### src/rtl/scan_line_sequencer.sv
// Frame sequencer for a linear film sensor: per line waits for buffer room, pulses the
// shift gate, integrates, opens the pixel window, then steps the film transport.
module scan_line_sequencer #(
    parameter int unsigned CNT_W      = 16,
    parameter int unsigned SH_WIDTH   = 4,
    parameter int unsigned STEP_WIDTH = 8
) (
    input  logic             rx_clk,
    input  logic             nrst,
    input  logic             start,
    input  logic             abort,
    input  logic [CNT_W-1:0] cfg_pixels,
    input  logic [CNT_W-1:0] cfg_lines,
    input  logic [CNT_W-1:0] cfg_integ,
    input  logic             fifo_afull,
    output logic             sensor_sh,
    output logic             line_valid,
    output logic             motor_step,
    output logic [CNT_W-1:0] line_idx,
    output logic             busy,
    output logic             done,
    output logic             err_ovf
);

    typedef enum logic [2:0] {
        StIdle, StWaitRdy, StSh, StInteg, StRead, StStep, StDone
    } state_e;

    localparam logic [CNT_W-1:0] ShLast   = CNT_W'(SH_WIDTH - 1);
    localparam logic [CNT_W-1:0] StepLast = CNT_W'(STEP_WIDTH - 1);

    state_e           state_q, state_d;
    logic [CNT_W-1:0] cnt_q, cnt_d;
    logic [CNT_W-1:0] pix_q, pix_d;
    logic [CNT_W-1:0] lines_q, lines_d;
    logic [CNT_W-1:0] integ_q, integ_d;
    logic [CNT_W-1:0] line_idx_q, line_idx_d;
    logic             err_ovf_q, err_ovf_d;
    logic             sh_q, sh_d;
    logic             lv_q, lv_d;
    logic             ms_q, ms_d;
    logic             busy_q, busy_d;
    logic             done_q, done_d;

    always_comb begin
        state_d    = state_q;
        cnt_d      = cnt_q;
        pix_d      = pix_q;
        lines_d    = lines_q;
        integ_d    = integ_q;
        line_idx_d = line_idx_q;
        err_ovf_d  = err_ovf_q;

        unique case (state_q)
            StIdle: begin
                if (start && (cfg_pixels != '0) && (cfg_lines != '0)) begin
                    state_d    = StWaitRdy;
                    pix_d      = cfg_pixels;
                    lines_d    = cfg_lines;
                    integ_d    = cfg_integ;
                    line_idx_d = '0;
                    err_ovf_d  = 1'b0;
                end
            end
            StWaitRdy: begin
                if (!fifo_afull) begin
                    state_d = StSh;
                    cnt_d   = '0;
                end
            end
            StSh: begin
                cnt_d = cnt_q + 1'b1;
                if (cnt_q == ShLast) begin
                    cnt_d   = '0;
                    state_d = (integ_q == '0) ? StRead : StInteg;
                end
            end
            StInteg: begin
                cnt_d = cnt_q + 1'b1;
                if (cnt_q == integ_q - 1'b1) begin
                    cnt_d   = '0;
                    state_d = StRead;
                end
            end
            StRead: begin
                // The sensor cannot stall, so back-pressure here is only flagged.
                if (fifo_afull) begin
                    err_ovf_d = 1'b1;
                end
                cnt_d = cnt_q + 1'b1;
                if (cnt_q == pix_q - 1'b1) begin
                    cnt_d   = '0;
                    state_d = StStep;
                end
            end
            StStep: begin
                cnt_d = cnt_q + 1'b1;
                if (cnt_q == StepLast) begin
                    cnt_d = '0;
                    if (line_idx_q == lines_q - 1'b1) begin
                        state_d = StDone;
                    end else begin
                        line_idx_d = line_idx_q + 1'b1;
                        state_d    = StWaitRdy;
                    end
                end
            end
            StDone: begin
                state_d = StIdle;
            end
            default: begin
                state_d = StIdle;
                cnt_d   = '0;
            end
        endcase

        // Abort overrides every transition, including a start in the same IDLE cycle.
        if (abort) begin
            state_d    = StIdle;
            cnt_d      = '0;
            line_idx_d = line_idx_q;
            if (state_q == StIdle) begin
                err_ovf_d = err_ovf_q;
            end
        end

        sh_d   = (state_d == StSh);
        lv_d   = (state_d == StRead);
        ms_d   = (state_d == StStep);
        done_d = (state_d == StDone);
        busy_d = (state_d != StIdle);
    end

    always_ff @(posedge rx_clk or negedge nrst) begin
        if (!nrst) begin
            state_q    <= StIdle;
            cnt_q      <= '0;
            pix_q      <= '0;
            lines_q    <= '0;
            integ_q    <= '0;
            line_idx_q <= '0;
            err_ovf_q  <= 1'b0;
            sh_q       <= 1'b0;
            lv_q       <= 1'b0;
            ms_q       <= 1'b0;
            busy_q     <= 1'b0;
            done_q     <= 1'b0;
        end else begin
            state_q    <= state_d;
            cnt_q      <= cnt_d;
            pix_q      <= pix_d;
            lines_q    <= lines_d;
            integ_q    <= integ_d;
            line_idx_q <= line_idx_d;
            err_ovf_q  <= err_ovf_d;
            sh_q       <= sh_d;
            lv_q       <= lv_d;
            ms_q       <= ms_d;
            busy_q     <= busy_d;
            done_q     <= done_d;
        end
    end

    assign sensor_sh  = sh_q;
    assign line_valid = lv_q;
    assign motor_step = ms_q;
    assign line_idx   = line_idx_q;
    assign busy       = busy_q;
    assign done       = done_q;
    assign err_ovf    = err_ovf_q;

endmodule

### config.mk
export PLATFORM = sky130hd
export DESIGN_NAME = scan_line_sequencer
export DESIGN_NICKNAME = d
export VERILOG_FILES = /design/src/rtl/scan_line_sequencer.sv
export SDC_FILE = /design/constraint.sdc
export NUM_CORES = 1
export LEC_CHECK = 0
export CORE_ASPECT_RATIO = 2
export CORE_MARGIN = 1
export CORE_UTILIZATION = 50
export CTS_CLUSTER_SIZE = 24
export DETAILED_ROUTE_END_ITERATION = 16
export PLACE_DENSITY = 0.73
export SETUP_SLACK_MARGIN = 0.3
export SYNTH_ARGS = -nofsm -noshare
export SYNTH_HDL_FRONTEND = slang
export SYNTH_SLANG_ARGS = --single-unit
### constraint.sdc
create_clock -name rx_clk -period 3.3 [get_ports rx_clk]
set_clock_uncertainty 0.05 [all_clocks]
set_input_delay 0.99 -clock rx_clk [delete_from_list [all_inputs] [get_ports rx_clk]]
set_output_delay 0.99 -clock rx_clk [all_outputs]
set_load 0.01 [all_outputs]
==> flow_metrics.py, run 1 <==
metrics = {
    "cells_and_area": {
        "layout.area.seq_um2": 2228,
        "final_util": 0.7037,
        "commonest_cells_after_routing_fill_and_taps_aside": "88 x sky130_fd_sc_hd__dfrtp_1, 70 x sky130_fd_sc_hd__clkdlybuf4s50_1, 68 x sky130_fd_sc_hd__buf_4",
        "leading_cell_type_in_the_layout_fill_and_taps_excluded": "sky130_fd_sc_hd__dfrtp_1",
        "multi_input_area_um2": 3881,
        "antenna_cells": 0,
        "ratio_of_cells_with_drive_above_1_in_the_final_layout": 0.2812,
        "finish.net_count": 842,
        "design_area_um2": 8039,
        "layout.filler_cells": 920,
        "flow.area_growth_from_synthesis_pct": 35.92,
    },
    "clocking": {
        "cts_root_buf": "sky130_fd_sc_hd__clkbuf_16",
        "ctsLongestPathBuffers": 2,
        "cts_made_buffers": 9,
        "cts-htree-levels": 3,
        "ctsHoldBuffers": 0,
        "tritoncts_num_sinks": 89,
        "clkTransAtPathRegs_ps": 60,
        "insertion_delay_ps": 340,
        "cts_tree": "yes",
    },
    "die": {
        "die_span_x_um": 78.91,
        "floorplan_die_height_um": 155.8,
        "floorplan.rows": 55,
        "initial_cell_density_of_the_core": 0.5177,
        "dieArea_um2": 12290,
        "io_pins": 75,
        "area_of_the_core_region_um2": 11420,
    },
    "global_routing": {
        "number_of_global_route_vias_before_repair": 5829,
        "overall_track_demand_over_capacity_in_global_routing": 0.2956,
        "pin_count_of_the_biggest_net_entering_global_routing": 49,
        "antenna_violations_before_repair": 0,
        "first_pass_grt_wire_length_mm": 27.92,
        "overflow": 0,
    },
    "placement": {
        "io_buffers": 74,
        "routabilityCongestion": 0.9195,
        "detailed_place_hpwl_mm": 13.33,
        "detailed_place.area_um2": 7172,
    },
    "synth": {
        "synthesis.yosys.warnings": 0,
        "syn_nets": 713,
        "synth_enable_flop_cells": 0,
        "synthCells": 654,
        "ys_seq_area_frac": 0.3766,
        "synth_cell_type_count": 65,
        "synth_cell_area_um2": 5914,
        "synthArstFlopShare": 1.000,
        "postSynthAreaPerCell_um2": 9.043,
        "yosys_register_bits": 89,
        "synth-main-ff-cell": "sky130_fd_sc_hd__dfrtp_1",
    },
    "timing": {
        "max_slew.worst_pin.slew_ps": 711.9,
        "final.min_clock_period_ps": 3069,
        "slew_headroom": 0.5187,
        "report.final.hold_viol_count": 0,
        "rsz_0062_raised_after_global_routing": "true",
        "fin_crit_sh": 0.9301,
        "timing.fmax_mhz": 325.8,
        "finalSetupViolations": 0,
        "drv_slew": 0,
    },
    "hold_path": {
        "hold_path_class": "reg -> reg",
    },
    "pwr": {
        "net-switching-power_uw": 1088,
        "cell_internal_pwr_uw": 2286,
        "power.share.combinational": 0.295,
        "power_frac_seq": 0.419,
        "p_clk_frac": 0.286,
        "worst_ir_drop_vdd_v": 0.0003205,
        "leakagePower_uw": 0.003325,
        "netSwitchingFraction": 0.3225,
        "totalPowerFinal_uw": 3374,
        "power.density_nw_per_um2": 419.8,
    },
    "routing": {
        "detail-route-antenna-nets": 0,
        "route.detailed.vias_per_inst": 6.221,
        "dr_drc_count": 0,
        "detail_route.wirelength_mm": 18.07,
        "average_routed_wire_per_standard_cell_um": 19.47,
        "violation_count_after_the_first_detailed_routing_iteration": 253,
        "drt_pre_antenna_iters": 5,
        "vias": 5773,
    },
    "status": {
        "outcome": "finished clean",
    },
    "setup_path": {
        "setup.reg_to_reg.worst_slack_ps": 230,
        "worst_ep_arrival_time_ps": 3300,
        "worst_setup_path_start_kind": "flop",
        "critical_path_class": "reg -> reg",
        "critPathCaptureType": "flop",
        "timing.critical_path.required_ps": 3530,
        "worstPathMaxFanout": 6,
    },
    "run": {
        "drv.max_cap_violation_count": 0,
    },
}
## path summary, 6_finish.rpt
check                                    end       from  cells past startpoint
worst min-delay path               pix_q[15]  pix_q[15]                      1
worst max-delay path              motor_step   pix_q[9]                      9
min in group asynchronous       line_idx[13]       nrst                      1
worst max register to register    motor_step   pix_q[9]                      9
worst min register to register     pix_q[15]  pix_q[15]                      1
max in group asynchronous         integ_q[0]       nrst                      2
## cell usage after synthesis (4+ instances only)
cell                       number  share of area
sky130_fd_sc_hd__or3_1         18          0.019
sky130_fd_sc_hd__a21oi_1       20          0.017
sky130_fd_sc_hd__xnor2_1       41          0.061
sky130_fd_sc_hd__nor3_1        22          0.019
sky130_fd_sc_hd__o21ai_1        4         0.0034
sky130_fd_sc_hd__a31oi_1       13          0.014
sky130_fd_sc_hd__nand4b_1       5         0.0074
sky130_fd_sc_hd__inv_1         14         0.0089
sky130_fd_sc_hd__nand2b_1       7         0.0074
sky130_fd_sc_hd__nand3_1       20          0.017
sky130_fd_sc_hd__nand2_1       51          0.032
sky130_fd_sc_hd__nand4_1       17          0.018
sky130_fd_sc_hd__nor2b_1       14          0.015
sky130_fd_sc_hd__o21a_1         4         0.0051
sky130_fd_sc_hd__xor2_1        20          0.030
sky130_fd_sc_hd__and2_1         4         0.0042
sky130_fd_sc_hd__o211ai_1      11          0.014
sky130_fd_sc_hd__nor4_1        27          0.029
sky130_fd_sc_hd__dfrtp_1       89           0.38
sky130_fd_sc_hd__nor2_1        46          0.029
sky130_fd_sc_hd__o22ai_1        8         0.0085
sky130_fd_sc_hd__and3_1        10          0.011
sky130_fd_sc_hd__mux2_2        49          0.093
sky130_fd_sc_hd__clkbuf_1      32          0.020
sky130_fd_sc_hd__ha_1           6          0.013
sky130_fd_sc_hd__or4_1          9          0.011
sky130_fd_sc_hd__or2_2          4         0.0042
sky130_fd_sc_hd__o21ai_0       29          0.025
## logic make-up (layout without fill, tap and decap cells)
kind of cell             count (synthesis)  after routing  synth area share
adder cells (fa/ha/maj)                  6              6           0.01269
multiplexers                            52             52           0.09837
AO/OA/AOI/OAI                          116            116            0.1248
buffers and inverters                   52            184           0.03364
XOR/XNOR                                61             61           0.09033
flip-flops                              89             89            0.3766
AND/OR/NAND/NOR                        278            278            0.2636
## power groups by stage
stage	sequential [µW]	clock [µW]	combinational [µW]
final	1410	965	995
after global routing	1430	1020	1080
after CTS	1400	976	897
after detailed placement	1420	0	854
after global placement	1410	0	826
after floorplan	1340	0	588
## registers in the layout, summed over array words and instances, names as in the netlist, 3 cells and up
register	count
integ_q	16
pix_q	16
lines_q	16
state_q	3
line_idx	16
cnt_q	16
## per-layer routing
layer	track usage	routed length, µm	vias to the layer above
li1	-	-	2674
met1	0.2706	5785	2827
met2	0.5822	10390	198
met3	0.04854	757	74
met4	0.1784	1135	0
met5	0	0	-
## critical path, stage by stage, from the launching register on
cell and delay [ps]:
sky130_fd_sc_hd__dfrtp_1 380, sky130_fd_sc_hd__or4_4 540, sky130_fd_sc_hd__or4_4 530, sky130_fd_sc_hd__or3_1 320, sky130_fd_sc_hd__a22o_1 240, sky130_fd_sc_hd__nor4_4 170, sky130_fd_sc_hd__buf_4 160, sky130_fd_sc_hd__a41o_1 240
sky130_fd_sc_hd__nor3_4 80, sky130_fd_sc_hd__and4bb_1 280
## repair_timing
action | CTS | global route
gates resized for setup | 42 | 65
buffers inserted | 6 | 11
endpoints found under the hold margin | 0 | 0
endpoints found under the setup margin | 30 | 85
cloned | 0 | 2
pin swaps | 35 | 30
## layout make-up
class,instances,share of cell area
timing repair buffer,156,0.1774
multi-input combinational,513,0.4828
tap,142,0.02210
inverter,14,0.006848
clock inverter,3,0.002179
sequential,89,0.2772
clock buffer,11,0.03144
## stage by stage
step                      setup TNS, ps  setup WS, ps  cells  hold WS (ps)
after floorplan                       0         359.0    654         449.5
after global placement           -23.18        -23.18    895         467.8
after detailed placement         -664.3        -126.9    895         482.6
after CTS                             0         94.63    915         496.3
after global routing                  0         116.5    928         517.6
final                                 0         230.5    928         497.1
Power figures use the tool's default switching activity.
==> run 2, diff against run 1 <==
--- a/config.mk
+++ b/config.mk
@@ -6,7 +6,7 @@
 export NUM_CORES = 1
 export LEC_CHECK = 0
 export CORE_ASPECT_RATIO = 2
-export CORE_MARGIN = 1
+export CORE_MARGIN = 4
 export CORE_UTILIZATION = 50
 export CTS_CLUSTER_SIZE = 24
 export DETAILED_ROUTE_END_ITERATION = 16
==> run 2 against run 1 <==
Against the previous run: total power increased by 1.1%; count of clock-buffer cells in the layout decreased by 2; highest routed layer unchanged; flip-flop and latch count unchanged; largest cell class unchanged; register-to-register slack about the same.
==> flow_metrics.py, run 2 (synthesized netlist as in run 1, its figures left out) <==
metrics = {
    "global_routing": {
        "pin_count_of_the_biggest_net_entering_global_routing": 50,
        "overflow": 0,
        "antenna_violations_before_repair": 0,
        "number_of_global_route_vias_before_repair": 5958,
        "overall_track_demand_over_capacity_in_global_routing": 0.2681,
        "first_pass_grt_wire_length_mm": 29.39,
    },
    "cells_and_area": {
        "finalNonFillerCells": 917,
        "leading_cell_type_in_the_layout_fill_and_taps_excluded": "sky130_fd_sc_hd__dfrtp_1",
        "finish.net_count": 827,
        "antenna_cells": 0,
        "ratio_of_cells_with_drive_above_1_in_the_final_layout": 0.2707,
        "flow.area_growth_from_synthesis_pct": 35.69,
        "commonest_cells_after_routing_fill_and_taps_aside": "87 x sky130_fd_sc_hd__dfrtp_1, 55 x sky130_fd_sc_hd__buf_4, 51 x sky130_fd_sc_hd__nand2_1",
        "layout.filler_cells": 919,
    },
    "clocking": {
        "cts_root_buf": "sky130_fd_sc_hd__clkbuf_16",
        "cts-htree-levels": 3,
        "cts_made_buffers": 9,
        "tritoncts_num_sinks": 89,
        "cts_tree": "yes",
        "insertion_delay_ps": 350,
        "ctsLongestPathBuffers": 2,
        "clkTransAtPathRegs_ps": 70,
    },
    "timing": {
        "drv_slew": 0,
        "rsz_0062_raised_after_global_routing": "true",
        "max_slew.worst_pin.slew_ps": 687.6,
        "fin_crit_sh": 0.9323,
        "finalSetupTns_ps": 0,
        "final.min_clock_period_ps": 3077,
        "finalSetupViolations": 0,
        "report.final.hold_viol_count": 0,
        "slew_headroom": 0.5351,
        "timing.fmax_mhz": 325.0,
    },
    "setup_path": {
        "critPathCaptureType": "flop",
        "worst_setup_path_start_kind": "flop",
        "timing.critical_path.required_ps": 3460,
        "worstPathMaxFanout": 4,
        "critical_path_class": "reg -> reg",
        "worst_ep_arrival_time_ps": 3240,
    },
    "placement": {
        "detailed_place_hpwl_mm": 13.84,
        "routabilityCongestion": 0.9013,
        "io_buffers": 74,
        "numPlacedInstances": 885,
    },
    "die": {
        "io_pins": 75,
        "die_span_x_um": 84.91,
        "floorplan.rows": 56,
        "floorplan_die_height_um": 161.8,
        "initial_cell_density_of_the_core": 0.5085,
        "dieArea_um2": 13740,
        "area_of_the_core_region_um2": 11630,
    },
    "hold_path": {
        "hold_path_class": "reg -> reg",
    },
    "pwr": {
        "worst_ir_drop_vdd_v": 0.0004910,
        "totalPowerFinal_uw": 3410,
        "power.density_nw_per_um2": 424.9,
        "leakagePower_uw": 0.003492,
    },
    "status": {
        "outcome": "finished clean",
    },
    "routing": {
        "violation_count_after_the_first_detailed_routing_iteration": 392,
        "vias": 5688,
        "dr_drc_count": 0,
        "average_routed_wire_per_standard_cell_um": 20.32,
        "detail-route-antenna-nets": 0,
        "route.detailed.vias_per_inst": 6.203,
        "drt_pre_antenna_iters": 4,
        "detail_route.wirelength_mm": 18.64,
    },
    "run": {
        "drv.max_cap_violation_count": 0,
    },
}
==> run 2: changes by cell type in the layout (fill, tap and decap cells not counted), sizes merged <==
cell,before,now
clkdlybuf4s50,70,46
clkinv,2,3
buf,83,67
dlymetal6s2s,3,27
bufinv,0,1
clkbuf,11,10
clkinvlp,1,2
==> run 2: layout make-up <==
cell class | instances | area, µm² | share of cell area
well taps | 145 | 181.4 | 0.02261
multi-input cells | 513 | 3879 | 0.4833
clock buffers | 9 | 225.2 | 0.02806
flip-flops and latches | 89 | 2230 | 0.2778
clock inverters | 6 | 60.06 | 0.007484
inverters | 14 | 52.55 | 0.006548
repair buffers | 141 | 1398 | 0.1742
==> run 2: what timing repair did <==
| item | 4_1_cts | 5_1_grt |
|---|---|---|
| gates cloned | 0 | 2 |
| hold buffers | 0 | 0 |
| gates resized for setup | 43 | 82 |
| buffers inserted | 2 | 13 |
| pin swaps | 33 | 39 |
| setup endpoints to repair | 36 | 84 |
==> run 2: report_power, final <==
group	internal (µW)	switching, µW
Combinational	517	466
Sequential	1220	202
Clock	578	431
Total	2310	1100
==> run 2: path summary, 6_finish.rpt <==
| check | slack (ps) | depth (start not counted) | end | from |
|---|---|---|---|---|
| max in group asynchronous | 1940 | 2 | integ_q[2] | nrst |
| min in group asynchronous | 580 | 1 | line_idx[15] | nrst |
| worst min register to register | 490 | 1 | lines_q[15] | lines_q[15] |
| worst max register to register | 220 | 10 | cnt_q[13] | pix_q[2] |
| worst max-delay path | 220 | 10 | cnt_q[13] | pix_q[2] |
| worst min-delay path | 490 | 1 | lines_q[15] | lines_q[15] |
==> run 2: metal layers <==
| layer | vias up | track usage | part of all wire |
|---|---|---|---|
| met1 | 2782 | 0.2525 | 0.32 |
| li1 | 2634 | - | - |
| met5 | - | 0 | 0 |
| met4 | 0 | 0.1751 | 0.066 |
| met2 | 186 | 0.5211 | 0.58 |
| met3 | 86 | 0.03401 | 0.035 |
==> run 2: stage by stage <==
step	worst slack [ps]	utilization	hold slack [ps]	cell area [µm²]
floorplan	359.0	-	449.5	5914
global placement	-58.93	0.6107	477.6	7103
detailed placement	-111.5	0.6107	475.5	7103
CTS	121.7	0.6536	491.4	7602
global route	112.7	0.6900	505.0	8025
finish	223.3	0.6900	489.6	8025
==> run 2: worst max-delay path, stage by stage (launching register included) <==
cell and delay [ps]:
sky130_fd_sc_hd__dfrtp_1 380, sky130_fd_sc_hd__or4_4 540, sky130_fd_sc_hd__or4_4 490, sky130_fd_sc_hd__or3_4 340, sky130_fd_sc_hd__a22o_4 260, sky130_fd_sc_hd__nor4_4 210, sky130_fd_sc_hd__buf_4 180, sky130_fd_sc_hd__a21oi_4 80
sky130_fd_sc_hd__buf_6 160, sky130_fd_sc_hd__o21ai_1 140, sky130_fd_sc_hd__o211ai_1 120
